===== src/rtl/ram_param_init.sv =====
// Single-port RAM that zeroes itself after reset.
// After reset the block walks an internal counter across every address and
// writes zero there, one word per cycle. Only then does it raise ready and
// accept user traffic. Read latency is one cycle, or two when OUT_REG=1.
// Same-address read/write behaviour is chosen with RD_MODE.
module ram_param_init #(
  parameter int DATA_W  = 16,
  parameter int ADDR_W  = 8,
  parameter int RD_MODE = 0,   // 0: read-first, 1: write-first
  parameter int OUT_REG = 0    // 1: extra output register stage
) (
  input  logic              clk,
  input  logic              reset,
  input  logic              we,
  input  logic              re,
  input  logic [ADDR_W-1:0] addr,
  input  logic [DATA_W-1:0] din,
  output logic [DATA_W-1:0] dout,
  output logic              dout_valid,
  output logic              ready
);

  localparam int DEPTH  = 2 ** ADDR_W;
  localparam int STAGES = (OUT_REG != 0) ? 2 : 1;

  typedef enum logic {CLEAR, READY} state_e;

  state_e            state_q, state_d;
  logic [ADDR_W-1:0] cnt_q, cnt_d;
  logic              ready_q;

  logic [DATA_W-1:0] mem [DEPTH];

  logic              rd_acc;
  logic              wr_acc;
  logic [DATA_W-1:0] rd_d;
  logic [DATA_W-1:0] rd_q;

  // vld_pipe[0] is the read accepted this cycle; vld_pipe[STAGES] lines up with dout
  logic [STAGES:0]   vld_pipe;
  logic [STAGES:1]   vld_q;

  // User traffic is only honoured once the clear sweep has finished
  assign rd_acc = (state_q == READY) && re;
  assign wr_acc = (state_q == READY) && we;

  // Next state: sweep the counter through every address, then settle in READY
  always_comb begin
    state_d = state_q;
    cnt_d   = cnt_q;
    if (state_q == CLEAR) begin
      cnt_d = cnt_q + 1'b1;              // wraps to 0 after the last address
      if (cnt_q == '1) state_d = READY;
    end
  end

  // State, clear counter and registered ready flag
  always_ff @(posedge clk or posedge reset) begin
    if (reset) begin
      state_q <= CLEAR;
      cnt_q   <= '0;
      ready_q <= 1'b0;
    end else begin
      state_q <= state_d;
      cnt_q   <= cnt_d;
      ready_q <= (state_d == READY);
    end
  end

  assign ready = ready_q;

  // Storage: the clear sweep owns the write port until READY; no reset on the array
  always_ff @(posedge clk) begin
    if (state_q == CLEAR) mem[cnt_q] <= '0;
    else if (wr_acc)      mem[addr]  <= din;
  end

  // Read data source: old contents, or din on a write-first collision
  always_comb begin
    rd_d = mem[addr];
    if ((RD_MODE != 0) && we) rd_d = din;
  end

  // First read stage: capture only on an accepted read so dout holds otherwise
  always_ff @(posedge clk or posedge reset) begin
    if (reset)       rd_q <= '0;
    else if (rd_acc) rd_q <= rd_d;
  end

  assign vld_pipe = {vld_q, rd_acc};

  // Valid shift register tracking each accepted read down the pipeline
  always_ff @(posedge clk or posedge reset) begin
    if (reset) begin
      vld_q <= '0;
    end else begin
      for (int s = 1; s <= STAGES; s++) vld_q[s] <= vld_pipe[s-1];
    end
  end

  assign dout_valid = vld_pipe[STAGES];

  if (OUT_REG != 0) begin : g_oreg
    logic [DATA_W-1:0] out_q;

    // Optional output stage advances only when the first stage held a fresh read
    always_ff @(posedge clk or posedge reset) begin
      if (reset)         out_q <= '0;
      else if (vld_q[1]) out_q <= rd_q;
    end

    assign dout = out_q;
  end else begin : g_noreg
    assign dout = rd_q;
  end

endmodule


===== config.mk =====
export PLATFORM = sky130hd
export DESIGN_NAME = ram_param_init
export DESIGN_NICKNAME = d
export VERILOG_FILES = /design/src/rtl/ram_param_init.sv
export SDC_FILE = /design/constraint.sdc
export NUM_CORES = 2
export LEC_CHECK = 0
export CAP_MARGIN = 40
export CORE_ASPECT_RATIO = 0.5
export CORE_UTILIZATION = 32
export CTS_CLUSTER_DIAMETER = 120
export CTS_CLUSTER_SIZE = 14
export DETAILED_ROUTE_END_ITERATION = 7
export HOLD_SLACK_MARGIN = 0.05
export SLEW_MARGIN = 20
export SYNTH_ARGS = -nofsm -noshare
export SYNTH_HDL_FRONTEND = slang
export SYNTH_SLANG_ARGS = --single-unit

===== constraint.sdc =====
create_clock -name clk -period 6.8 [get_ports clk]
set_input_delay 1.36 -clock clk [delete_from_list [all_inputs] [get_ports clk]]
set_output_delay 1.36 -clock clk [all_outputs]
set_load 0.05 [all_outputs]

==> flow_metrics.py <==
metrics = {
    "global_routing": {
        "grt_start_max_net_pins": 177,
        "grt_pass1_wl_mm": 666,
        "track_usage": 0.187,
        "first_global_vias": 80100,
        "antenna_found_initial": 33,
        "grt-ovfl-total": 0,
    },
    "drt": {
        "routed-wl-met3_mm": 51.7,
        "drt-met1-wl_mm": 190,
        "num_vias": 82800,
        "drc": 0,
        "drt-initial-drc-count": 12500,
        "routed.top_layer": "met5",
        "wl_mm": 485,
        "first_pass_iters": 6,
        "drtAntennaViolNets": 1,
        "routedWlPerCell_um": 32.8,
        "wl_met2_mm": 221,
        "viasPerCell": 5.59,
    },
    "floorplan": {
        "die_x_mm": 1.00,
        "start_util": 0.322,
        "coreArea_um2": 498000,
        "die_area_um2": 504000,
        "fp-row-count": 183,
        "pin_count": 46,
        "die_h_um": 502,
    },
    "sta": {
        "rsz0062_at_grt": "no",
        "hold_viol": 0,
        "slew_headroom": 0.150,
        "tightest_slew_ps": 1270,
        "slew_violations": 0,
        "max_freq_ghz": 0.215,
        "finalSetupViolCount": 0,
        "tns_ps": 0,
        "fin_skew_ps": 58.9,
        "fin_crit_ps": 4660,
        "period_share": 0.685,
    },
    "setup_path": {
        "r2r_cells": 9,
        "start_kind": "primary input",
        "path_class": "primary input to flip-flop",
        "worstPathRequired_ps": 7590,
        "cp_max_fo": 53,
        "setup.worst_path.end_class": "flip-flop",
        "cp_data_arrival_time_ps": 5440,
    },
    "outcome": {
        "violations": "antenna violations",
        "status": "complete, but fails checks",
    },
    "yosys": {
        "synth_edf_count": 4096,
        "synth_seq_cells": 4122,
        "yosysUniqueCellTypes": 92,
        "synth_ff_type": "edfxtp_1",
        "syn_avg_cell_area_um2": 21.3,
        "seq_area_frac_synth": 0.772,
        "postSynthCellCount": 7510,
        "syn_area_um2": 160000,
        "async_flop_share": 0.00631,
        "ys_warn_count": 0,
        "syn_nets": 7539,
    },
    "clock_network": {
        "clk_path_buf_depth": 4,
        "cts_sinks": 4122,
        "cts_tree": "done",
        "clk_latency_ps": 910,
        "path_clk_slew_ps": 70,
        "numCtsBuffers": 336,
        "ctsHoldBuffers": 0,
        "cts-root-buf": "clkbuf_16",
        "post_cts_resized": 0,
        "postCtsSetupBuffers": 0,
        "ctsHtreeMaxLevel": 5,
    },
    "power": {
        "p_per_area_nw_per_um2": 258,
        "ir_worst_vdd_mv": 0.187,
        "power_uw": 46700,
        "p_leak_uw": 0.0461,
    },
    "job": {
        "maxCapViolCount": 0,
    },
    "final_layout": {
        "final_common_cell": "edfxtp_1",
        "most-common-layout-cells": "4096 x edfxtp_1, 722 x mux4_2, 493 x mux2i_1, 475 x buf_4, 343 x clkbuf_16",
        "nFillCells": 45400,
        "area_delta_synth_final_pct": 12.9,
        "nets": 8077,
        "layout-drive-gt1-share": 0.237,
    },
    "place": {
        "hpwlAfterDp_mm": 304,
        "place_congestion": 0.893,
        "portBuffers": 45,
    },
    "hold_path": {
        "hold_path_depth": 1,
        "hp-class": "flip-flop to flip-flop",
    },
}
per-layer routing:
| layer | vias up | track usage |
|---|---|---|
| met5 | - | 0 |
| met2 | 4793 | 0.290 |
| met1 | 44500 | 0.256 |
| met3 | 929 | 0.0429 |
| met4 | 24 | 0.0757 |
| li1 | 32600 | - |
final timing paths:
check | start | to | slack [ps]
worst min-delay path | cnt_q[7]$_DFFE_PP0N_ | cnt_q[7]$_DFFE_PP0N_ | 630
worst min register to register | cnt_q[7]$_DFFE_PP0N_ | cnt_q[7]$_DFFE_PP0N_ | 630
worst max-delay path | addr[2] | dout[9]$_DFFE_PP0P_ | 2140
max in group asynchronous | reset | dout[9]$_DFFE_PP0P_ | 5370
min in group asynchronous | reset | dout[7]$_DFFE_PP0P_ | 910
worst max register to register | ready$_DFF_PP0_ | dout[5]$_DFFE_PP0P_ | 2720
report_power, final:
part           internal (uW)  leakage, uW  total [uW]  switching (uW)
registers              27500       0.0286       27500               0
clock network           9080      0.00439       17700            8640
logic                    478       0.0131        1500            1030
total                  37000       0.0461       46700            9670
final cells by class:
class	count	area, um^2	area share
multi-input combinational	2936	33700	0.186
timing repair buffer	647	6060	0.0335
sequential	4122	124000	0.684
tap	6660	8330	0.0461
clock buffer	406	8820	0.0488
clock inverter	13	199	0.00110
inverter	5	31.3	0.000173
antenna	16	40.0	0.000221
sequential cells by signal, summed over array words and instances, names as in the netlist:
signal and flops:
ready 1, dout 16, cnt_q 8, mem 4096, dout_valid 1
through the flow:
step                hold slack (ps)  area (um^2)  worst slack, ps  std cells  utilization
CTS                             604       181000             2200      14800        0.363
detailed placement              593       172000             1230      14400        0.345
finish                          628       181000             2140      14800        0.363
global placement                569       171000              789      14300        0.343
floorplan                       519       160000             1030       7510            -
global route                    612       181000             2000      14800        0.363
kinds of logic (layout without fill, tap and decap cells):
logic type | after synthesis | in the layout | synth area share
AO/OA/AOI/OAI | 772 | 772 | 0.0343
AND/OR/NAND/NOR | 846 | 846 | 0.0244
XOR/XNOR | 7 | 7 | 0.000383
buffers and inverters | 452 | 1071 | 0.0216
multiplexers | 1310 | 1310 | 0.147
adder cells (fa/ha/maj) | 1 | 1 | 0.0000781
flip-flops | 4122 | 4122 | 0.772
other | 0 | 16 | 0
cells in the mapped netlist (27+ instances only):
master | instances | area, um^2
edfxtp_1 | 4096 | 123000
mux4_2 | 722 | 16300
mux2i_1 | 493 | 4930
nor2_1 | 309 | 1160
nand2_1 | 225 | 845
o22ai_1 | 174 | 1090
buf_2 | 129 | 646
a22oi_1 | 118 | 886
clkbuf_1 | 104 | 390
o221ai_1 | 97 | 850
nand3_1 | 91 | 455
mux4_1 | 89 | 2340
o21ai_0 | 83 | 415
a21oi_1 | 82 | 410
buf_6 | 64 | 721
a211oi_1 | 54 | 405
nor3_1 | 53 | 265
buf_4 | 51 | 383
buf_8 | 40 | 601
buf_12 | 28 | 561
a2111oi_0 | 27 | 236
worst max-delay path, stage by stage:
cell	delay, ps
clkbuf_8	520
buf_4	300
and2_4	620
buf_12	370
buf_4	290
a22oi_1	150
nand2_1	160
nor3_1	70
a21oi_1	550
nand4b_1	620
o211ai_1	310
No activity file was read; power rests on OpenSTA's default activity.
